$ cat src/rtl/jamma_input_scanner_pkg.sv
// Shared definitions for the JAMMA input scanner: scan FSM states, the
// inactive (released) input level and debounce counter sizing.
package jamma_input_scanner_pkg;

   typedef enum logic [1:0] {
      ST_SETTLE  = 2'd0,
      ST_SAMPLE  = 2'd1,
      ST_ADVANCE = 2'd2
   } scan_state_t;

   localparam logic INACTIVE_LEVEL = 1'b1;
   localparam int   SETTLE_CNT_W   = 4;

   // The counter only ever reaches DEB_CNT-1 before flipping or clearing.
   function automatic int deb_cnt_width(input int deb_cnt);
      return (deb_cnt <= 2) ? 1 : $clog2(deb_cnt);
   endfunction

endpackage

$ cat src/rtl/jamma_input_scanner_debounce.sv
// Per-channel debouncer: a bit flips only after DEB_CNT consecutive samples
// that differ from the stable level; DEB_CNT=0 passes samples straight through.
module jamma_debounce_word
   import jamma_input_scanner_pkg::*;
#(
   parameter int WIDTH   = 8,
   parameter int DEB_CNT = 3
)(
   input  logic             clk,
   input  logic             rst_n,
   input  logic             update,
   input  logic [WIDTH-1:0] sample,
   output logic [WIDTH-1:0] stable,
   output logic             flip
);

   logic [WIDTH-1:0] flip_bits;

   if (DEB_CNT == 0) begin : g_bypass
      always_ff @(posedge clk or negedge rst_n) begin
         if (!rst_n)
            stable <= {WIDTH{INACTIVE_LEVEL}};
         else if (update)
            stable <= sample;
      end

      assign flip_bits = update ? (sample ^ stable) : '0;
   end else begin : g_deb
      localparam int              CNT_W   = deb_cnt_width(DEB_CNT);
      localparam logic [CNT_W:0]  TARGET  = (CNT_W+1)'(DEB_CNT);
      localparam logic [CNT_W-1:0] CNT_MAX = '1;

      logic [CNT_W-1:0] cnt [WIDTH];

      always_comb begin
         flip_bits = '0;
         for (int b = 0; b < WIDTH; b++) begin
            if (update && (sample[b] != stable[b]) &&
                (({1'b0, cnt[b]} + (CNT_W+1)'(1)) == TARGET))
               flip_bits[b] = 1'b1;
         end
      end

      // Agreement with the stable level restarts the run; the counter saturates.
      always_ff @(posedge clk or negedge rst_n) begin
         if (!rst_n) begin
            stable <= {WIDTH{INACTIVE_LEVEL}};
            for (int b = 0; b < WIDTH; b++)
               cnt[b] <= '0;
         end else if (update) begin
            for (int b = 0; b < WIDTH; b++) begin
               if (sample[b] == stable[b]) begin
                  cnt[b] <= '0;
               end else if (flip_bits[b]) begin
                  stable[b] <= ~stable[b];
                  cnt[b]    <= '0;
               end else if (cnt[b] != CNT_MAX) begin
                  cnt[b] <= cnt[b] + CNT_W'(1);
               end
            end
         end
      end
   end

   assign flip = |flip_bits;

endmodule

$ cat src/rtl/jamma_input_scanner.sv
// JAMMA control-input scanner: steps the external mux select, settles, samples
// the shared active-low bus and debounces one stable word per channel.
module jamma_input_scanner
   import jamma_input_scanner_pkg::*;
#(
   parameter int NUM_CH  = 2,
   parameter int WIDTH   = 8,
   parameter int SETTLE  = 2,
   parameter int DEB_CNT = 3,
   parameter int SEL_W   = 3
)(
   input  logic                    I_CLK,
   input  logic                    I_RESET_N,
   input  logic                    I_ENA,
   input  logic [WIDTH-1:0]        I_JJOY,
   input  logic [WIDTH-1:0]        I_LOCAL,
   output logic [SEL_W-1:0]        O_JSELECT,
   output logic [NUM_CH*WIDTH-1:0] O_JOY,
   output logic                    O_SCAN_DONE,
   output logic                    O_CHANGED
);

   localparam logic [SEL_W-1:0]      LAST_CH      = SEL_W'(NUM_CH - 1);
   localparam logic [SETTLE_CNT_W:0] SETTLE_TICKS = (SETTLE_CNT_W+1)'(SETTLE);

   scan_state_t              state_q, state_d;
   logic [SETTLE_CNT_W-1:0]  settle_cnt;
   logic                     settle_done;
   logic                     sample_en;
   logic [SEL_W-1:0]         sel;
   logic [WIDTH-1:0]         jjoy_meta, jjoy_sync;
   logic [WIDTH-1:0]         raw_word;
   logic [WIDTH-1:0]         ch_word [NUM_CH];
   logic [NUM_CH-1:0]        ch_flip;
   logic                     scan_flip;

   // Connector bus is asynchronous to the core, so it is synchronised every clock.
   always_ff @(posedge I_CLK or negedge I_RESET_N) begin
      if (!I_RESET_N) begin
         jjoy_meta <= {WIDTH{INACTIVE_LEVEL}};
         jjoy_sync <= {WIDTH{INACTIVE_LEVEL}};
      end else begin
         jjoy_meta <= I_JJOY;
         jjoy_sync <= jjoy_meta;
      end
   end

   assign settle_done = ({1'b0, settle_cnt} + (SETTLE_CNT_W+1)'(1)) >= SETTLE_TICKS;

   always_ff @(posedge I_CLK or negedge I_RESET_N) begin
      if (!I_RESET_N)
         state_q <= ST_SETTLE;
      else
         state_q <= state_d;
   end

   always_comb begin
      state_d   = state_q;
      sample_en = 1'b0;
      if (I_ENA) begin
         case (state_q)
            ST_SETTLE:  if (settle_done) state_d = ST_SAMPLE;
            ST_SAMPLE: begin
               sample_en = 1'b1;
               state_d   = ST_ADVANCE;
            end
            ST_ADVANCE: state_d = ST_SETTLE;
            default:    state_d = ST_SETTLE;
         endcase
      end
   end

   always_ff @(posedge I_CLK or negedge I_RESET_N) begin
      if (!I_RESET_N) begin
         settle_cnt <= '0;
         sel        <= '0;
      end else if (I_ENA) begin
         if (state_q == ST_SETTLE && settle_cnt != '1)
            settle_cnt <= settle_cnt + SETTLE_CNT_W'(1);
         if (state_q == ST_ADVANCE) begin
            settle_cnt <= '0;
            sel        <= (sel == LAST_CH) ? '0 : sel + SEL_W'(1);
         end
      end
   end

   assign O_JSELECT = sel;

   // On-board buttons share channel 0 with the connector's first bank.
   assign raw_word = jjoy_sync & ((sel == '0) ? I_LOCAL : {WIDTH{INACTIVE_LEVEL}});

   for (genvar c = 0; c < NUM_CH; c++) begin : g_ch
      logic ch_update;
      assign ch_update = sample_en && (sel == SEL_W'(c));

      jamma_debounce_word #(
         .WIDTH   (WIDTH),
         .DEB_CNT (DEB_CNT)
      ) u_deb (
         .clk    (I_CLK),
         .rst_n  (I_RESET_N),
         .update (ch_update),
         .sample (raw_word),
         .stable (ch_word[c]),
         .flip   (ch_flip[c])
      );
   end

   always_comb begin
      O_JOY = '0;
      for (int c = 0; c < NUM_CH; c++)
         O_JOY[c*WIDTH +: WIDTH] = ch_word[c];
   end

   // Flips are accumulated across the scan and reported with the last channel's commit.
   always_ff @(posedge I_CLK or negedge I_RESET_N) begin
      if (!I_RESET_N) begin
         scan_flip   <= 1'b0;
         O_SCAN_DONE <= 1'b0;
         O_CHANGED   <= 1'b0;
      end else begin
         O_SCAN_DONE <= 1'b0;
         O_CHANGED   <= 1'b0;
         if (sample_en) begin
            if (sel == LAST_CH) begin
               O_SCAN_DONE <= 1'b1;
               O_CHANGED   <= scan_flip | (|ch_flip);
               scan_flip   <= 1'b0;
            end else begin
               scan_flip <= scan_flip | (|ch_flip);
            end
         end
      end
   end

endmodule

$ cat config.mk
export PLATFORM = sky130hd
export DESIGN_NAME = jamma_input_scanner
export DESIGN_NICKNAME = d
export VERILOG_FILES = /design/src/rtl/jamma_input_scanner_pkg.sv /design/src/rtl/jamma_input_scanner_debounce.sv /design/src/rtl/jamma_input_scanner.sv
export SDC_FILE = /design/constraint.sdc
export NUM_CORES = 1
export LEC_CHECK = 0
export BUFFER_PORTS_ARGS = -buffer_cell sky130_fd_sc_hd__buf_2
export CAP_MARGIN = 20
export CORE_MARGIN = 2
export CORE_UTILIZATION = 41
export CTS_BUF_LIST = sky130_fd_sc_hd__clkbuf_16
export DETAILED_ROUTE_END_ITERATION = 12
export PLACE_DENSITY_LB_ADDON = 0.15
export SLEW_MARGIN = 20
export SYNTH_ARGS = -nofsm -noshare
export SYNTH_HDL_FRONTEND = slang
export SYNTH_SLANG_ARGS = --single-unit
$ cat constraint.sdc
create_clock -name I_CLK -period 2.3 [get_ports I_CLK]
set_input_delay 0.115 -clock I_CLK [delete_from_list [all_inputs] [get_ports I_CLK]]
set_output_delay 0.115 -clock I_CLK [all_outputs]
set_load 0.03 [all_outputs]
; ---- Yosys cells after proc, flatten, opt, wreduce, memory -nomap -nowiden
; Cells that the tools add are included.
[word_totals]
reg_bits = 76
latch_bits = 0
ram_bits = 0
mem_bits_ro = 0
input_bits = 19
out_inout_bits = 21
mem_count = 0
[classes]
n_addsub = 35
n_mul = 0
div = 0
magnitude_cmp = 1
n_eq_ne = 69
shift = 0
mux = 77
bitwise_logic = 34
reduce_logical = 90
[op_table]
columns = op, count
row1 = $mux W2, 49
row2 = $add A2 B1 Y3 const B, 16
row3 = $eq A3 B2 Y1 const B, 16
row4 = $reduce_and A3 Y1, 16
row5 = $reduce_bool A3 Y1, 16
row6 = $reduce_and A2 Y1, 19
row7 = $logic_and A1 B1 Y1, 35
row8 = $ne A2 B2 Y1 const B, 17
row9 = $add A2 B1 Y2 const B, 16
row10 = $not A1 Y1, 32
row11 = $mux W1, 23
row12 = $eq A1 B1 Y1, 16
row13 = $ne A1 B1 Y1, 16
row14 = $reduce_or A16 Y1, 1
row15 = $and A8 B8 Y8, 1
row16 = $mux W4, 2
row17 = $mux W8, 1
row18 = $add A4 B1 Y5 const B, 1
row19 = $ge A5 B2 Y1 const B, 1
row20 = $add A4 B1 Y4 const B, 1
row21 = $ne A4 B4 Y1 const B, 1
row22 = $pmux W2 S2, 1
row23 = $add A3 B1 Y3 const B, 1
row24 = $eq A3 B1 Y1 const B, 1
row25 = 7 further kinds, 7

; ---- Depth between registers and ports, before layout
[depth]
word_depth = 11
depth_mapped = 7
depth_no_buf = 6

; ---- Cells and area by module
; From an unflattened synthesis, not the netlist that was laid out.
[hier_totals]
cells_unflattened = 345
area_unflattened_um2 = 3986.3
[modules_own_cells]
columns = module, instances, cells_each, area_per_inst_um2, seq_area_each_um2
row1 = jamma_debounce_word, 2, 131, 1431.4, 610.6
row2 = jamma_input_scanner, 1, 83, 1123.6, 720.7

; ---- Worst setup path before layout
; No wires, ideal clock.
[synth_path]
kind = reg2reg
from = register sel[0], in the netlist O_JSELECT[0]
to = register g_ch[0].u_deb.g_deb.cnt[3] (netlist bit)
setup_time_ps = 80
arrival_ps = 1942
slack_ps = 279
path_stages_with_launch = 6
period_less_slack_ps = 2021
cell_sequence = dfrtp_1 buf_4 o41a_1 xnor2_1 or4_4 o22ai_2
[synth_between]
elab_chain_len = 9
word_cells_on_any_way = 13
classes_between = eq/ne: 2 / mux: 4 / bitwise: 1 / reduce/logical: 6
[synth_rtl]
columns = element, line_no
row1 = "start, declared", jamma_input_scanner.sv:30  ; logic [SEL_W-1:0] sel;
row2 = "start signal, assigned", jamma_input_scanner.sv:82  ; sel <= (sel == LAST_CH) ? '0 : sel + SEL_W'(1);
row3 = $logic_not A3 Y1 *, "jamma_input_scanner.sv:90, jamma_input_scanner.sv:94"
row4 = $mux W8, jamma_input_scanner.sv:90  ; assign raw_word = jjoy_sync & ((sel == '0) ? I_LOCAL : {WIDTH{INACTIVE_LEVEL}});
row5 = $and A8 B8 Y8, jamma_input_scanner.sv:90
row6 = $ne A1 B1 Y1, jamma_input_scanner_debounce.sv:38  ; if (update && (sample[b] != stable[b]) &&
row7 = $logic_and A1 B1 Y1 (2 in a row), jamma_input_scanner_debounce.sv:38
row8 = $mux W1, jamma_input_scanner_debounce.sv:38
row9 = $reduce_bool A3 Y1 (no source line) or $mux W2 (tied branches), --
row10 = $reduce_and A2 Y1 (no source line) or $mux W2 (tied branches), --
row11 = "end signal, assigned by index", jamma_input_scanner_debounce.sv:58  ; cnt[b] <= cnt[b] + CNT_W'(1);
row12 = "end, declared", jamma_input_scanner_debounce.sv:33  ; logic [CNT_W-1:0] cnt [WIDTH];
; Mark *: on every way between the ends. The rest lies on a longest branch, timed or not.
; A chain may end at the register's enable or synchronous reset.

; ---- Final worst setup path
[layout_path]
from = register sel[1], in the netlist O_JSELECT[1]
to = register scan_flip
[layout_between]
elab_chain_len = 10
word_cells_on_any_way = 73
classes_between = eq/ne: 17 / mux: 18 / bitwise: 2 / reduce/logical: 36
[layout_rtl]
columns = element, line_no
row1 = $logic_not A3 Y1, "jamma_input_scanner.sv:90, jamma_input_scanner.sv:94"
row2 = $mux W8, jamma_input_scanner.sv:90
row3 = $and A8 B8 Y8, jamma_input_scanner.sv:90
row4 = $ne A1 B1 Y1, jamma_input_scanner_debounce.sv:38
row5 = $logic_and A1 B1 Y1 (2 in a row), jamma_input_scanner_debounce.sv:38
row6 = $mux W1, jamma_input_scanner_debounce.sv:38
row7 = $reduce_or A16 Y1, jamma_input_scanner.sv:130  ; scan_flip <= scan_flip | (|ch_flip);
row8 = $or A1 B1 Y1, jamma_input_scanner.sv:130
row9 = $mux W1 *, jamma_input_scanner.sv:125  ; if (sel == LAST_CH) begin
row10 = "end signal, assigned", jamma_input_scanner.sv:130
row11 = "end, declared", jamma_input_scanner.sv:35  ; logic scan_flip;
; Marks and branches as above.

==> reports/results.txt <==
Fin. Hold Viols = 0
ys flop type = dfrtp_1
Via-to-Cell Ratio = 5.04
Nets = 472
Int Power = 3.58 mW
NetSw = 2.31 mW
number of port buffers = 39
Yosys top cell by area = dfrtp_1
area of the multi-input gates = 0.00188 sq mm
Yosys top cell area share = 27.0%
CTS buffer count = 9
Fillers = 883
VDD IR-drop max = 0.461 mV
WL/cell = 14.3 microns
Net Count, Synth = 411
share of flip-flops with an asynchronous set or reset = 100%
Slew Viols, Final = 0
kind of critical path = reg -> reg
setup TNS = 0 ns
total number of yosys warnings = 0
via count = 2808
Initial Util = 41.9%
CP max FO = 11
DP HPWL = 5650 microns
Post-Syn Area per Cell = 11.4 sq um
CTS max path bufs = 2
grt total ovfl = 0
Rows = 36
vias in the first global route = 2793
Comb pwr share = 38.9%
RSZ-0062 raised after global routing = no
Hold Crit Start = I_ENA
switching part of the total = 39.3%
Skew-Pair Late Insertion Delay = 0.33 ns
total core area = 0.00973 sq mm
Buf/Inv on CP = 1
Seq. cell area = 0.00194 sq mm
first-pass GRT wire length = 13400 microns
minimum clock period = 2.12 ns
die area = 0.0107 sq mm
Crit. End Element = flop
top cells by area, synth = dfrtp_1 27%, dfstp_2 21%, ha_1 10%, mux2i_1 5.2%, inv_1 4.6%
GR Util All Layers = 15.7%
leading cell types by count after synthesis = 50 x inv_1, 44 x dfrtp_1, 34 x ha_1, 32 x dfstp_2, 23 x nand2_1
outcome = finished, final reports clean
Rel. slew slack = 45.1%
Chip Height = 104 microns
Worst EP required = 2.49 ns
H-Tree Depth = 3
Worst R2R Start = O_JSELECT[1]
synthesis-to-finish area growth = 17.9%
Period Utilization, post-route = 92.2%
Finished Core Util = 49.3%
sequential share of the synthesized area = 47.7%
Max Cap Viol = 0
Clock transition at path regs = 0.06 ns
Post-Route WL = 7980 microns
crit-path cells = buf_4 > o41a_1 > mux2i_1 > a2111oi_2 > a31oi_1
first-pass detailed-route iteration total = 7
Mapped Cells = 358
met2 global-route usage = 23.7%
layout cells sized above 1 = 26.2%
Cell Pwr Density = 1230 mW/mm^2
Worst-Margin Slew = 0.823 ns
Root Driver = clkbuf_16
Post-synth EDFFs = 0
Antenna Cells = 0
Crit-path slowest cell = o41a_1
top cell family by delay on the critical path = compound AO/OA/AOI/OAI gates
met1 usage = 21.5%
Seq pwr share = 40.5%
Worst setup startpoint = O_JSELECT[1]
Peak Freq = 471 MHz
Max stage delay on crit path = 0.55 ns
Critical Path AT = 2.31 ns
Ports = 40
Worst Hold Class = in -> reg
CTS tree = built
largest net degree at the start of global routing = 66
antenna violations before repair = 0
Synth Register Bits = 76
Max Clock Skew = 0.00732 ns
Netlist Area Pre-Place = 0.00407 sq mm
most numerous cell in the Yosys netlist = inv_1
clock sink total = 76
Final setup viols = 0
crit start category = flop
drt drc = 0
Clock power frac = 20.6%
Die Width = 104 microns
layer with the highest usage = met2
gpl congestion = 0.760
Iter 0 DRT Violations = 73
Post-DRT Antenna Nets = 0
Synth cell types = 45
met3 usage = 3.84%
Leak = 2.18 nW
-- layer usage --
metal	part of all wire (%)	routed length [microns]	up-vias
met5	0	0	-
met4	2.5	196	0
met3	3.6	286	17
met2	46	3640	58
met1	48	3860	1341
li1	-	-	1392
-- worst paths after layout --
kind | end | slack (ns) | depth (start not counted)
hold reg to reg | jjoy_sync[2] | 0.35 | 0
hold / removal | state_q[1] | 0.04 | 2
setup / recovery | scan_flip | 0.18 | 5
min in group asynchronous | g_ch[1].u_deb.g_deb.cnt[0] | 0.44 | 2
max in group asynchronous | jjoy_meta[3] | 1.15 | 3
setup reg to reg | scan_flip | 0.18 | 5
-- placed cells by master, fill, tap and decap left out, types with 13 or more instances in the layout --
cell / n
inv_1: 53
a31oi_1: 15
dfstp_2: 32
mux2i_1: 21
o22ai_1: 13
o21ai_0: 13
buf_2: 38
ha_1: 34
dfrtp_1: 44
nand2_1: 23
-- timing repair --
item	4_1_cts	5_1_grt
endpoints found under the setup margin	0	1
hold buffers	9	0
buffers inserted	0	1
hold endpoints to repair	52	0
gates resized for setup	0	0
-- layout make-up --
cell class                 instances  area share (%)
sequential                        76            40.4
timing repair buffer              59            7.71
multi-input combinational        222            39.1
tap                              133            3.47
inverter                          51            3.99
clock buffer                       9            4.69
clock inverter                     7           0.573
-- sequential cells by signal (all words and copies together) (netlist names) --
| signal | count |
|---|---|
| g_ch.u_deb.g_deb.cnt | 32 |
| g_ch.u_deb.stable | 16 |
| jjoy_meta | 8 |
| jjoy_sync | 8 |
| settle_cnt | 4 |
| O_JSELECT | 3 |
| state_q | 2 |
| O_CHANGED | 1 |
| O_SCAN_DONE | 1 |
| scan_flip | 1 |
-- worst reg2reg max path, cell delays in order (launching register included) --
cell and delay, ns:
dfrtp_1 0.52, buf_4 0.23, o41a_1 0.55, mux2i_1 0.18, a2111oi_2 0.38, a31oi_1 0.14
-- through the flow --
stage	hold WS (ns)	cells	cell area [sq um]	total power [mW]	worst slack, ns
after floorplan	-0.181	358	4070	4.08	0.279
after global placement	0.219	531	4450	4.62	0.166
after detailed placement	0.221	531	4450	4.70	0.157
after CTS	0.0372	556	4790	5.95	0.120
after global routing	0.0536	557	4800	6.36	0.0390
final	0.0423	557	4800	5.89	0.179
-- cell families after synthesis --
kind of cell	count (synthesis)	share of synthesized area, %
multiplexers	31	8.11
XOR/XNOR	19	4.09
buffers and inverters	60	6.21
flip-flops	76	47.7
adder cells (fa/ha/maj)	34	10.4
AND/OR/NAND/NOR	63	8.66
AO/OA/AOI/OAI	75	14.8
-- power groups by stage --
stage | logic [mW] | registers, mW | clock network [mW]
final | 2.29 | 2.39 | 1.22
after global routing | 2.58 | 2.47 | 1.31
after CTS | 2.32 | 2.39 | 1.24
after detailed placement | 2.29 | 2.41 | 0
after global placement | 2.23 | 2.38 | 0
after floorplan | 1.48 | 2.60 | 0
No activity file was read; power rests on OpenSTA's default activity.
